--- config.mk ---
export PLATFORM = sky130hd
export DESIGN_NAME = sc1_boot_loader
export DESIGN_NICKNAME = d
export VERILOG_FILES = /design/src/rtl/sc1_boot_loader.sv
export SDC_FILE = /design/constraint.sdc
export NUM_CORES = 1
export LEC_CHECK = 0
export CAP_MARGIN = 10
export CELL_PAD_IN_SITES_DETAIL_PLACEMENT = 1
export CELL_PAD_IN_SITES_GLOBAL_PLACEMENT = 2
export CORE_ASPECT_RATIO = 1.4
export CORE_MARGIN = 4
export CORE_UTILIZATION = 41
export DETAILED_ROUTE_END_ITERATION = 6
export GPL_TIMING_DRIVEN = 0
export MAX_ROUTING_LAYER = met4
export PLACE_DENSITY_LB_ADDON = 0.12
export SETUP_SLACK_MARGIN = 0.02
export SLEW_MARGIN = 20
export SYNTH_ARGS = -nofsm -noshare
export SYNTH_HDL_FRONTEND = slang
export SYNTH_SLANG_ARGS = --single-unit
export TNS_END_PERCENT = 5
--- constraint.sdc ---
create_clock -name clk -period 10.62 [get_ports clk]
set_clock_uncertainty 0.2 [all_clocks]
set_input_delay 1.593 -clock clk [delete_from_list [all_inputs] [get_ports clk]]
set_output_delay 1.593 -clock clk [all_outputs]
set_load 0.01 [all_outputs]
--- src/rtl/sc1_boot_loader.sv ---
// sc1_boot_loader: UART byte-stream loader for the sc1_soc instruction and
// data memories. Parses A5-framed commands, writes 32-bit words assembled
// little-endian from the stream, sequences the CPU reset and answers every
// framed command with a single ACK (0x06) or NAK (0x15) byte.
module sc1_boot_loader #(
  parameter int          WIDTH_D        = 32,
  parameter int          DEPTH_I        = 10,
  parameter int          DEPTH_D        = 10,
  parameter bit          BOOT_HALTED    = 1'b1,
  parameter int unsigned TIMEOUT_CYCLES = 32'd40000000
) (
  input  logic               clk,
  input  logic               reset,
  input  logic [7:0]         rx_data,
  input  logic               rx_valid,
  output logic [7:0]         tx_data,
  output logic               tx_valid,
  input  logic               tx_ready,
  output logic               cpu_reset,
  output logic               mem_i_we,
  output logic [DEPTH_I-1:0] mem_i_addr,
  output logic               mem_d_we,
  output logic [DEPTH_D-1:0] mem_d_addr,
  output logic [WIDTH_D-1:0] mem_wdata,
  output logic               error
);

  localparam logic [7:0] SYNC_BYTE  = 8'hA5;
  localparam logic [7:0] CMD_LOAD_I = 8'h01;
  localparam logic [7:0] CMD_LOAD_D = 8'h02;
  localparam logic [7:0] CMD_RUN    = 8'h03;
  localparam logic [7:0] CMD_HALT   = 8'h04;
  localparam logic [7:0] RESP_ACK   = 8'h06;
  localparam logic [7:0] RESP_NAK   = 8'h15;

  typedef enum logic [3:0] {
    S_IDLE, S_CMD, S_ADDR0, S_ADDR1, S_CNT0, S_CNT1, S_DATA, S_SUM, S_RESP
  } state_t;

  state_t              state_reg;
  state_t              state_next;
  logic [31:0]         timer_reg;
  logic                timeout_hit;
  logic [7:0]          addr_lo_reg;
  logic [DEPTH_I-1:0]  addr_i_reg;
  logic [DEPTH_D-1:0]  addr_d_reg;
  logic [15:0]         cnt_reg;
  logic [1:0]          byte_cnt_reg;
  logic [23:0]         shift_bytes;
  logic [7:0]          sum_reg;
  logic                target_d_reg;
  logic                we_i_reg;
  logic                we_d_reg;
  logic [WIDTH_D-1:0]  wdata_reg;
  logic [7:0]          resp_reg;
  logic                cpu_reset_reg;
  logic                error_reg;
  logic                byte_taken;
  logic                word_done;

  // A timeout in the same cycle as a byte wins: the frame is already abandoned.
  assign timeout_hit = (state_reg != S_IDLE) && (state_reg != S_RESP) &&
                       (timer_reg == TIMEOUT_CYCLES);
  assign byte_taken  = rx_valid && !timeout_hit;
  assign word_done   = byte_taken && (state_reg == S_DATA) && (byte_cnt_reg == 2'd3);

  // State register.
  always_ff @(posedge clk or posedge reset) begin
    if (reset) state_reg <= S_IDLE;
    else       state_reg <= state_next;
  end

  // Next-state decode; every parsing state waits for a byte, RESP waits for the handshake.
  always_comb begin
    state_next = state_reg;
    if (timeout_hit) begin
      state_next = S_IDLE;
    end else begin
      case (state_reg)
        S_IDLE:  if (rx_valid && rx_data == SYNC_BYTE) state_next = S_CMD;
        S_CMD:   if (rx_valid) begin
                   if (rx_data == CMD_LOAD_I || rx_data == CMD_LOAD_D) state_next = S_ADDR0;
                   else                                                state_next = S_RESP;
                 end
        S_ADDR0: if (rx_valid) state_next = S_ADDR1;
        S_ADDR1: if (rx_valid) state_next = S_CNT0;
        S_CNT0:  if (rx_valid) state_next = S_CNT1;
        S_CNT1:  if (rx_valid) begin
                   if ({rx_data, cnt_reg[7:0]} == 16'd0) state_next = S_SUM;
                   else                                  state_next = S_DATA;
                 end
        S_DATA:  if (rx_valid && byte_cnt_reg == 2'd3 && cnt_reg == 16'd1) state_next = S_SUM;
        S_SUM:   if (rx_valid) state_next = S_RESP;
        S_RESP:  if (tx_ready) state_next = S_IDLE;
        default: state_next = S_IDLE;
      endcase
    end
  end

  // Outputs decoded from the state: the response is offered for the whole RESP stay.
  always_comb begin
    tx_valid = (state_reg == S_RESP);
  end

  // Inter-byte timer; only runs while a frame is being parsed.
  always_ff @(posedge clk or posedge reset) begin
    if (reset)
      timer_reg <= '0;
    else if (rx_valid || timeout_hit || state_reg == S_IDLE || state_reg == S_RESP)
      timer_reg <= '0;
    else
      timer_reg <= timer_reg + 32'd1;
  end

  // Holding lanes for the first three bytes of each data word.
  genvar gi;
  generate
    for (gi = 0; gi < 3; gi++) begin : g_lane
      logic [7:0] lane_reg;
      // Capture this lane's byte when the byte counter points at it.
      always_ff @(posedge clk or posedge reset) begin
        if (reset)
          lane_reg <= '0;
        else if (byte_taken && state_reg == S_DATA && byte_cnt_reg == 2'(gi))
          lane_reg <= rx_data;
      end
      assign shift_bytes[gi*8 +: 8] = lane_reg;
    end
  endgenerate

  // Frame header, counters and running checksum.
  always_ff @(posedge clk or posedge reset) begin
    if (reset) begin
      addr_lo_reg  <= '0;
      addr_i_reg   <= '0;
      addr_d_reg   <= '0;
      cnt_reg      <= '0;
      byte_cnt_reg <= '0;
      sum_reg      <= '0;
      target_d_reg <= 1'b0;
    end else begin
      // Address advances the cycle after the write strobe; it wraps at the memory depth.
      if (we_i_reg || we_d_reg) begin
        addr_i_reg <= addr_i_reg + 1'b1;
        addr_d_reg <= addr_d_reg + 1'b1;
      end
      if (byte_taken) begin
        case (state_reg)
          S_CMD: begin
            target_d_reg <= (rx_data == CMD_LOAD_D);
            sum_reg      <= rx_data;
          end
          S_ADDR0: begin
            addr_lo_reg <= rx_data;
            sum_reg     <= sum_reg + rx_data;
          end
          S_ADDR1: begin
            addr_i_reg <= DEPTH_I'({rx_data, addr_lo_reg});
            addr_d_reg <= DEPTH_D'({rx_data, addr_lo_reg});
            sum_reg    <= sum_reg + rx_data;
          end
          S_CNT0: begin
            cnt_reg <= {8'h00, rx_data};
            sum_reg <= sum_reg + rx_data;
          end
          S_CNT1: begin
            cnt_reg[15:8] <= rx_data;
            byte_cnt_reg  <= 2'd0;
            sum_reg       <= sum_reg + rx_data;
          end
          S_DATA: begin
            byte_cnt_reg <= byte_cnt_reg + 2'd1;
            sum_reg      <= sum_reg + rx_data;
            if (byte_cnt_reg == 2'd3) cnt_reg <= cnt_reg - 16'd1;
          end
          default: ;
        endcase
      end
    end
  end

  // One-cycle write strobe to the selected memory with the assembled word.
  always_ff @(posedge clk or posedge reset) begin
    if (reset) begin
      we_i_reg  <= 1'b0;
      we_d_reg  <= 1'b0;
      wdata_reg <= '0;
    end else begin
      we_i_reg <= word_done && !target_d_reg;
      we_d_reg <= word_done && target_d_reg;
      if (word_done) wdata_reg <= {rx_data, shift_bytes};
    end
  end

  // CPU reset control, sticky error flag and the pending response byte.
  always_ff @(posedge clk or posedge reset) begin
    if (reset) begin
      cpu_reset_reg <= BOOT_HALTED;
      error_reg     <= 1'b0;
      resp_reg      <= '0;
    end else if (timeout_hit) begin
      error_reg <= 1'b1;
    end else if (rx_valid) begin
      case (state_reg)
        S_IDLE: if (rx_data == SYNC_BYTE) error_reg <= 1'b0;
        S_CMD: begin
          if (rx_data == CMD_RUN) begin
            cpu_reset_reg <= 1'b0;
            resp_reg      <= RESP_ACK;
          end else if (rx_data == CMD_HALT) begin
            cpu_reset_reg <= 1'b1;
            resp_reg      <= RESP_ACK;
          end else if (rx_data != CMD_LOAD_I && rx_data != CMD_LOAD_D) begin
            error_reg <= 1'b1;
            resp_reg  <= RESP_NAK;
          end
        end
        S_SUM: begin
          if (rx_data == sum_reg) begin
            resp_reg <= RESP_ACK;
          end else begin
            resp_reg  <= RESP_NAK;
            error_reg <= 1'b1;
          end
        end
        default: ;
      endcase
    end
  end

  assign tx_data    = resp_reg;
  assign cpu_reset  = cpu_reset_reg;
  assign error      = error_reg;
  assign mem_i_we   = we_i_reg;
  assign mem_d_we   = we_d_reg;
  assign mem_i_addr = addr_i_reg;
  assign mem_d_addr = addr_d_reg;
  assign mem_wdata  = wdata_reg;

endmodule
==> metrics.txt, run 1 <==
crit path time final 4.14 ns; post-synthesis sequential area ratio 0.489; ys async rst share 1.00; IR drop worst, VDD 0.108 mV; multiplexer share of the synthesized area 0.128; R2R Path End mem_i_addr[7]; Critical Path End Type register; top cells by area, synth dfrtp_1 (49%), mux2_4 (7.2%), mux2_2 (4.3%), xor2_1 (3.4%), nor2_1 (3.3%); simple-gate share of the synthesized area 0.170; FP Rows 59; actual slew at the worst max-slew pin 0.874 ns; Cell variety after synth 65; Required @ worst endpoint 10.74 ns; fin nets 863; post-placement cell area 8950 um2; initial core utilization 0.420; commonest non-fill, non-tap cells in the layout dfrtp_1 (153), clkdlybuf4s50_1 (72), nor2_1 (70), nand2_1 (44), o21ai_0 (41); Post-DRT Antenna Nets 0; vias 5834; Synth Flop Type dfrtp_1; Post-synth EDFFs 0; pin count of the biggest net entering global routing 80; Cell Area, Synth 7880 um2; Tcrit/Tclk final 0.390; Rel. slew slack 0.402; Achievable Freq 242 MHz; Pleak 4.15 nW; initial antenna violation count 0; r2r startpoint timer_reg[19]; CTS max path bufs 2; CP Launch Type primary input; Mapped Cells 738; Syn Area/Cell 10.7 um2; worst hold start cnt_reg[15]; Max-cap violations 0; CTS sink count 154; total power per unit cell area 217 nW/um2; WL final 20700 um; flop-to-flop setup slack 7.61 ns; CP Data Arrival Time 4.26 ns; Final setup viols 0; clk_lat worst skew 0.44 ns; 1st-pass router iterations 4; Fillers 2068; total gr overflow 0; #FFs+latches synth 154; largest family of logic cells by synthesized area simple AND/OR/NAND/NOR gates; Hold Path Stages 1; dpl hpwl 14700 um; clock buffer count from CTS 17; Clk pin slew, worst setup/hold paths 0.07 ns; Synth area leader dfrtp_1; I/O pin count 77; Final Hold Viols 0; Final Wtd Congestion 0.835; WHS Endpoint cnt_reg[15]; outcome complete, no violations; hold buffers post-CTS 0; final slew viol count 0; core footprint 18800 um2; layout cells sized above 1 0.157; H-tree lvl count 4; Worst R2R Path Depth 8; Clk Tree Root Cell clkbuf_16; post-CTS resize count 0; post-synthesis xor/xnor area fraction 0.0567; die area 21500 um2; yosys warns 0; worst hold path class register to register; final setup TNS 0 ns; die height 172 um; post-synthesis adder-cell area fraction 0.0295; vias in the first global route 6318; Synth top area share 0.486; post-route cell area 9530 um2; postcts setup bufs 0; area grow syn2layout 21.0%; critical path type primary input to register; Die Wd 125 um; overall routing resource usage 0.205; total inserted antenna cells 0; First DRT Iteration DRCs 265; first-pass GRT wire length 34100 um; CTS tree yes; complex-gate fraction of the synthesized area 0.0841; Buffers on Ports 72; Routed WL per cell 19.0 um; commonest non-fill, non-tap cell in the layout dfrtp_1; vias per cell 5.35; RSZ-0062 raised after global routing no; DRC Markers 0; Crit Path Max Fanout 9
==> kinds of logic after synthesis <==
logic type	Yosys count
simple gates	253
flops	154
compound gates	113
mux	78
buf+inv	70
xor+xnor	51
fa+ha+maj	18
other cells	1
==> metrics by stage <==
stage / util / power [mW] / worst slack [ns] / instances / hold WS, ns
after global placement: 0.476 / 1.44 / 2.48 / 1057 / 0.250
after CTS: 0.508 / 2.10 / 6.45 / 1090 / 0.278
after detailed placement: 0.478 / 1.48 / 5.96 / 1058 / 0.258
after global routing: 0.508 / 2.20 / 6.24 / 1090 / 0.295
after floorplan: - / 1.23 / 4.68 / 741 / 0.225
final: 0.508 / 2.07 / 6.48 / 1090 / 0.279
==> layer usage <==
metal	wire (um)	track usage	up-vias
met5	0	-	-
met4	387	0.0670	0
met3	488	0.0328	33
met2	10900	0.366	79
met1	8840	0.236	2953
li1	-	-	2769
==> power by group <==
group,internal (mW),switching (mW)
Combinational,0.299,0.349
Sequential,0.705,0.106
Clock,0.331,0.275
Total,1.34,0.731
==> worst max-delay path by stage <==
stage	startpoint	endpoint	depth (start not counted)
floorplan	reset	addr_lo_reg[0]	1
global placement	reset	mem_i_addr[6]	2
detailed placement	rx_data[3]	tx_data[0]	9
CTS	rx_data[3]	tx_data[0]	9
global route	rx_data[1]	sum_reg[6]	11
finish	rx_data[3]	tx_data[0]	9
==> cell usage after synthesis, types with 15 or more instances <==
cell / instances
nand4_1: 16
mux2_2: 30
mux2_4: 38
dfrtp_1: 153
xnor2_1: 20
o21ai_0: 41
nand2_1: 44
ha_1: 17
inv_1: 26
clkbuf_1: 26
nor2_1: 70
xor2_1: 31
and3_1: 15
nor3_1: 19
nand3_1: 30
a21oi_1: 39
==> worst max-delay path, stage by stage <==
cell,delay [ns]
clkdlybuf4s50_1,0.43
clkbuf_1,0.31
or3_1,0.52
nor4_2,0.37
and2_1,0.26
nor3_1,0.06
a21oi_1,0.13
and4bb_1,0.28
mux2_1,0.32
==> final cells by class <==
cell class | count | area (um2) | area share
Multi-Input combinational cell | 517 | 3700 | 0.389
Buffer | 44 | 235 | 0.0247
Clock inverter | 15 | 155 | 0.0163
Timing Repair Buffer | 73 | 748 | 0.0785
Sequential cell | 154 | 3850 | 0.404
Tap cell | 244 | 305 | 0.0320
Clock buffer | 17 | 425 | 0.0446
Inverter | 26 | 105 | 0.0110
(Power assumes the default switching activity.)
==> inputs of run 2 (changes only) <==
--- a/config.mk
+++ b/config.mk
@@ -10,7 +10,7 @@
 export CELL_PAD_IN_SITES_GLOBAL_PLACEMENT = 2
 export CORE_ASPECT_RATIO = 1.4
 export CORE_MARGIN = 4
-export CORE_UTILIZATION = 41
+export CORE_UTILIZATION = 38
 export DETAILED_ROUTE_END_ITERATION = 6
 export GPL_TIMING_DRIVEN = 0
 export MAX_ROUTING_LAYER = met4
==> constraint.sdc (replaced) <==
create_clock -name clk -period 3.9 [get_ports clk]
set_clock_uncertainty 0.2 [all_clocks]
set_input_delay 0.585 -clock clk [delete_from_list [all_inputs] [get_ports clk]]
set_output_delay 0.585 -clock clk [all_outputs]
set_load 0.01 [all_outputs]
==> metrics.txt, run 2 (same netlist as run 1, synthesis figures left out) <==
outcome complete, no violations; worst hold start tx_data[2]; fin nets 867 (+0.46%); die area 23100 um2 (+7.5%); die height 178 um (+3.7%); total gr overflow 0 (unchanged); clock buffer count from CTS 17 (unchanged); Buffers on Ports 72 (unchanged); CP Launch Type primary input; initial antenna violation count 0 (unchanged); H-tree lvl count 4 (unchanged); flop-to-flop setup slack 0.95 ns (-6.66 ns); crit path time final 3.24 ns; worst hold path class register to register; post-placement cell area 9040 um2 (+1.0%); Final Non-Filler Cells 1106 (+1.5%); WP buf/inv 2 (unchanged); r2r startpoint timer_reg[19]; Max-cap violations 0 (unchanged); Required @ worst endpoint 4.00 ns (-6.74 ns); final slew viol count 0 (unchanged); CTS max path bufs 2 (unchanged); Critical Path End Type register; total power per unit cell area 602 nW/um2 (+180%); CP Data Arrival Time 3.35 ns (-0.91 ns); RSZ-0062 raised after global routing no; post-CTS resize count 0 (unchanged); dpl ws 0.155 ns (-5.80 ns); CTS tree yes; area grow syn2layout 23.1%; slowest cell delay on critical path 0.54 ns (+0.02 ns); CTS sink count 154 (unchanged); actual slew at the worst max-slew pin 0.931 ns (+0.0568 ns); Die Wd 130 um (+3.6%); dpl cells 1074 (+1.5%); critical path type primary input to register; First DRT Iteration DRCs 315 (+19%); total inserted antenna cells 0 (unchanged); Pleak 4.23 nW (+2.0%); crit-path leading delay family simple AND/OR/NAND/NOR gates; I/O pin count 77 (unchanged); overall routing resource usage 0.196 (-0.00899); commonest non-fill, non-tap cell in the layout dfrtp_1; post-route cell area 9700 um2 (+1.8%); Final setup viols 0 (unchanged); commonest non-fill, non-tap cells in the layout dfrtp_1 (153), clkdlybuf4s50_1 (72), nor2_1 (70), nand2_1 (44), o21ai_0 (41); Clk pin slew, worst setup/hold paths 0.07 ns (about the same); initial core utilization 0.385 (-0.0355); Final Wtd Congestion 0.847 (+1.5%); Clk Tree Root Cell clkbuf_16; vias 5850 (+0.27%); Crit Path Max Fanout 9 (unchanged); WL final 20800 um (+0.82%); Final Hold Viols 0 (unchanged); postcts setup bufs 0 (unchanged); vias in the first global route 6420 (+1.6%); dpl hpwl 15300 um (+4.1%); pin count of the biggest net entering global routing 33 (-59%); FP Rows 62 (+5.1%); worst-path cell chain clkdlybuf4s50_1 > clkbuf_1 > or3_1 > nor4_2 > and2_1 > nor3_1 > a21oi_1 > and4bb_1 > mux2_1; Tcrit/Tclk final 0.832; final core occ 0.474 (-0.0346); Rel. slew slack 0.374 (-0.0285); 1st-pass router iterations 4 (unchanged); layout cells sized above 1 0.160 (+0.00279); hold buffers post-CTS 0 (unchanged); worst setup path startpoint rx_data[3]; IR drop worst, VDD 0.315 mV (+190%); core footprint 20500 um2 (+9.2%); Routed WL per cell 18.8 um (-0.64%); Post-DRT Antenna Nets 0 (unchanged); Achievable Freq 308 MHz; final worst slack 0.656 ns (-5.82 ns); critical path's slowest cell or3_1; DRC Markers 0 (unchanged); vias per cell 5.29 (-1.2%); clk_lat worst skew 0.42 ns (-0.02 ns); first-pass GRT wire length 34500 um (+1.0%)
==> run 2: cell types whose count changed in the layout (fill, tap and decap cells not counted), sizes merged <==
| cell | before | now |
|---|---|---|
| buf | 19 | 23 |
| inv | 33 | 27 |
| bufinv | 1 | 5 |
| clkinvlp | 4 | 1 |
| clkbuf | 43 | 45 |
| clkinv | 3 | 6 |
==> run 2: worst paths after layout <==
| kind | to | depth (start not counted) |
|---|---|---|
| max in group asynchronous | mem_wdata[14] | 4 |
| worst min-delay path | tx_data[2] | 1 |
| worst max-delay path | tx_data[0] | 9 |
| worst min register to register | tx_data[2] | 1 |
| min in group asynchronous | tx_data[2] | 2 |
| worst max register to register | mem_i_addr[5] | 8 |
==> run 2: report_power, final <==
group / total (mW) / leakage [nW] / switching, mW / internal [mW]
sequential: 2.21 / 2.02 / 0.289 / 1.92
combinational: 1.78 / 1.89 / 0.958 / 0.824
clock: 1.85 / 0.323 / 0.688 / 1.16
total: 5.84 / 4.23 / 1.93 / 3.91
==> run 2: per-stage QoR <==
step           hold WS, ns  TNS (ns)  total power, mW
2_1_floorplan        0.225         0             3.36
3_3_place_gp         0.252    -31.09             3.94
3_5_place_dp         0.268         0             4.04
4_1_cts              0.285         0             5.93
5_1_grt              0.297         0             6.24
6_report             0.280         0             5.84
==> run 2: area by class of cell <==
| class | count | area (um2) |
|---|---|---|
| Clock inverter | 13 | 215 |
| Sequential cell | 154 | 3850 |
| Fill cell | 2219 | 10800 |
| Tap cell | 256 | 320 |
| Multi-Input combinational cell | 517 | 3710 |
| Buffer | 44 | 235 |
| Inverter | 26 | 101 |
| Clock buffer | 19 | 443 |
| Timing Repair Buffer | 77 | 828 |
==> run 2: worst register-to-register path: stages, from the launching register on <==
cell and delay (ns):
dfrtp_1 0.46, or4b_4 0.58, nor4_4 0.52, nor2b_2 0.14
buf_6 0.17, nand4_1 0.16, buf_4 0.22, buf_2 0.27
a21oi_1 0.11
==> run 2: layer usage <==
metal,global-route usage,vias to the layer above,share of wire,routed length [um]
met3,0.0315,32,0.028,584
met2,0.343,99,0.54,11200
met4,0.0633,0,0.022,456
met5,-,-,0,0
met1,0.227,2939,0.41,8640
li1,-,2780,-,-
==> inputs of run 3 (changes only) <==
==> constraint.sdc (replaced) <==
create_clock -name clk -period 3.3 [get_ports clk]
set_clock_uncertainty 0.2 [all_clocks]
set_input_delay 0.495 -clock clk [delete_from_list [all_inputs] [get_ports clk]]
set_output_delay 0.495 -clock clk [all_outputs]
set_load 0.01 [all_outputs]
==> metrics.txt, run 3 (same netlist as run 1, synthesis figures left out) <==
outcome complete, no violations; vias in the first global route 6420 (unchanged); vias per cell 5.29 (about the same); Achievable Freq 323 MHz; final core occ 0.474 (about the same); post-placement cell area 9040 um2 (unchanged); Pint 4.62 mW (+18%); Required @ worst endpoint 3.41 ns (-0.59 ns); flop-to-flop setup slack 0.35 ns (-0.60 ns); post-CTS resize count 0 (unchanged); First DRT Iteration DRCs 295 (-6.3%); total gr overflow 0 (unchanged); first-pass GRT wire length 34500 um (unchanged); Routed WL per cell 18.8 um (about the same); CTS tree yes; Psw 2.29 mW (+18%); Comb pwr share 0.305 (about the same); final slew viol count 0 (unchanged); Min Hold Slack 0.280 ns (+0.00000200 ns); Max-cap violations 0 (unchanged); Critical Path End Type register; vias 5851 (+0.017%); CTS sink count 154 (unchanged); dpl ws -0.355 ns (-0.510 ns); Clk Tree Root Cell clkbuf_16; WL final 20800 um (about the same); Post-DRT Antenna Nets 0 (unchanged); Switching Fraction 0.331 (about the same); multi-input logic area 3710 um2 (+0.24%); Final Hold Viols 0 (unchanged); crit-path leading delay family compound AO/OA/AOI/OAI gates; Final setup viols 0 (unchanged); Worst R2R Path Depth 8 (unchanged); Buffers on Ports 72 (unchanged); pin count of the biggest net entering global routing 33 (unchanged); final worst slack 0.207 ns (-0.449 ns); initial antenna violation count 0 (unchanged); worst-path cell chain clkdlybuf4s50_1 > clkbuf_1 > inv_1 > fa_1 > nor2b_1 > o21ai_0 > a21boi_0 > o21ai_0 > a21o_1 > a31o_2 > a22o_1; dpl hpwl 15300 um (unchanged); total inserted antenna cells 0 (unchanged); commonest non-fill, non-tap cell in the layout dfrtp_1; cell mode on critical path o21ai_0; IR drop worst, VDD 0.373 mV (+18%); capture point of the critical path sum_reg[6]; FP Rows 62 (unchanged); worst hold start tx_data[2]; 1st-pass router iterations 4 (unchanged); clock share of power 0.317 (about the same); Pleak 4.24 nW (about the same); clk_lat worst skew 0.42 ns (about the same); post-route cell area 9710 um2 (about the same); die height 178 um (unchanged); register share of total power 0.378 (about the same); actual slew at the worst max-slew pin 0.927 ns (-0.00326 ns); Fillers 2220 (+0.045%); critical path's slowest cell clkdlybuf4s50_1; sequential cell area 3850 um2 (unchanged); Clk pin slew, worst setup/hold paths 0.07 ns (about the same); WP buf/inv 3 (+1); layout cells sized above 1 0.160 (unchanged); worst setup path startpoint rx_data[1]; Tcrit/Tclk final 0.937; initial core utilization 0.385 (unchanged); Final Wtd Congestion 0.847 (unchanged); crit path time final 3.09 ns; Worst path depth 11 (+2); CTS max path bufs 2 (unchanged); R2R Path End mem_i_addr[5]; CP Data Arrival Time 3.21 ns (-0.14 ns); RSZ-0062 raised after global routing yes; clock buffer count from CTS 17 (unchanged); Die Wd 130 um (unchanged); I/O pin count 77 (unchanged); Rel. slew slack 0.376 (+0.00220); Crit Path Max Fanout 7 (-2); overall routing resource usage 0.196 (unchanged); slowest cell delay on critical path 0.50 ns (-0.04 ns); CP Launch Type primary input; commonest non-fill, non-tap cells in the layout dfrtp_1 (153), clkdlybuf4s50_1 (72), nor2_1 (70), nand2_1 (44), o21ai_0 (41); worst hold path class register to register; DRC Markers 0 (unchanged); H-tree lvl count 4 (unchanged); hold buffers post-CTS 0 (unchanged); r2r startpoint timer_reg[19]; total power per unit cell area 711 nW/um2 (+18%); critical path type primary input to register; postcts setup bufs 0 (unchanged); core footprint 20500 um2 (unchanged); die area 23100 um2 (unchanged); fin nets 867 (unchanged); area grow syn2layout 23.2% (about the same)
[run 3: routing by layer]
layer  vias to the layer above  share of wire  track usage  wire (um)
li1                       2781              -            -          -
met1                      2944           0.42        0.227       8650
met2                        97           0.54        0.343      11200
met3                        29          0.027       0.0315        559
met4                         0          0.021       0.0633        436
met5                         -              0            -          0
[run 3: metrics by stage]
step | instances | power [mW] | TNS, ns
after CTS | 1106 | 7.01 | 0
after global placement | 1069 | 4.66 | -110.00
after detailed placement | 1074 | 4.78 | -1.49
after global routing | 1106 | 7.37 | 0
final | 1106 | 6.90 | 0
after floorplan | 741 | 3.97 | 0
[run 3: worst register-to-register path: stages, from the launching register on]
cell     delay, ns
dfrtp_1       0.46
or4b_4        0.58
nor4_4        0.52
nor2b_2       0.14
buf_6         0.17
nand4_1       0.16
buf_4         0.22
buf_2         0.27
a21oi_1       0.11
[run 3: cell type report]
cell class	count	area share
clock inverter	13	0.0222
multi-input combinational	517	0.382
sequential	154	0.397
buffer	44	0.0242
clock buffer	19	0.0456
inverter	26	0.0104
tap	256	0.0330
timing repair buffer	77	0.0853
[run 3: how the worst min path moves through the flow]
stage                 end  cells after the start
6_report       tx_data[2]                      1
2_1_floorplan    mem_i_we                      1
3_3_place_gp   tx_data[2]                      1
4_1_cts        tx_data[2]                      1
3_5_place_dp   tx_data[2]                      1
5_1_grt        tx_data[2]                      1
[run 3: power groups by stage]
stage | logic (mW) | registers (mW) | clock network (mW)
CTS | 2.15 | 2.62 | 2.24
global route | 2.37 | 2.67 | 2.33
global placement | 2.04 | 2.62 | 0
detailed placement | 2.13 | 2.65 | 0
finish | 2.11 | 2.61 | 2.19
floorplan | 1.35 | 2.61 | 0
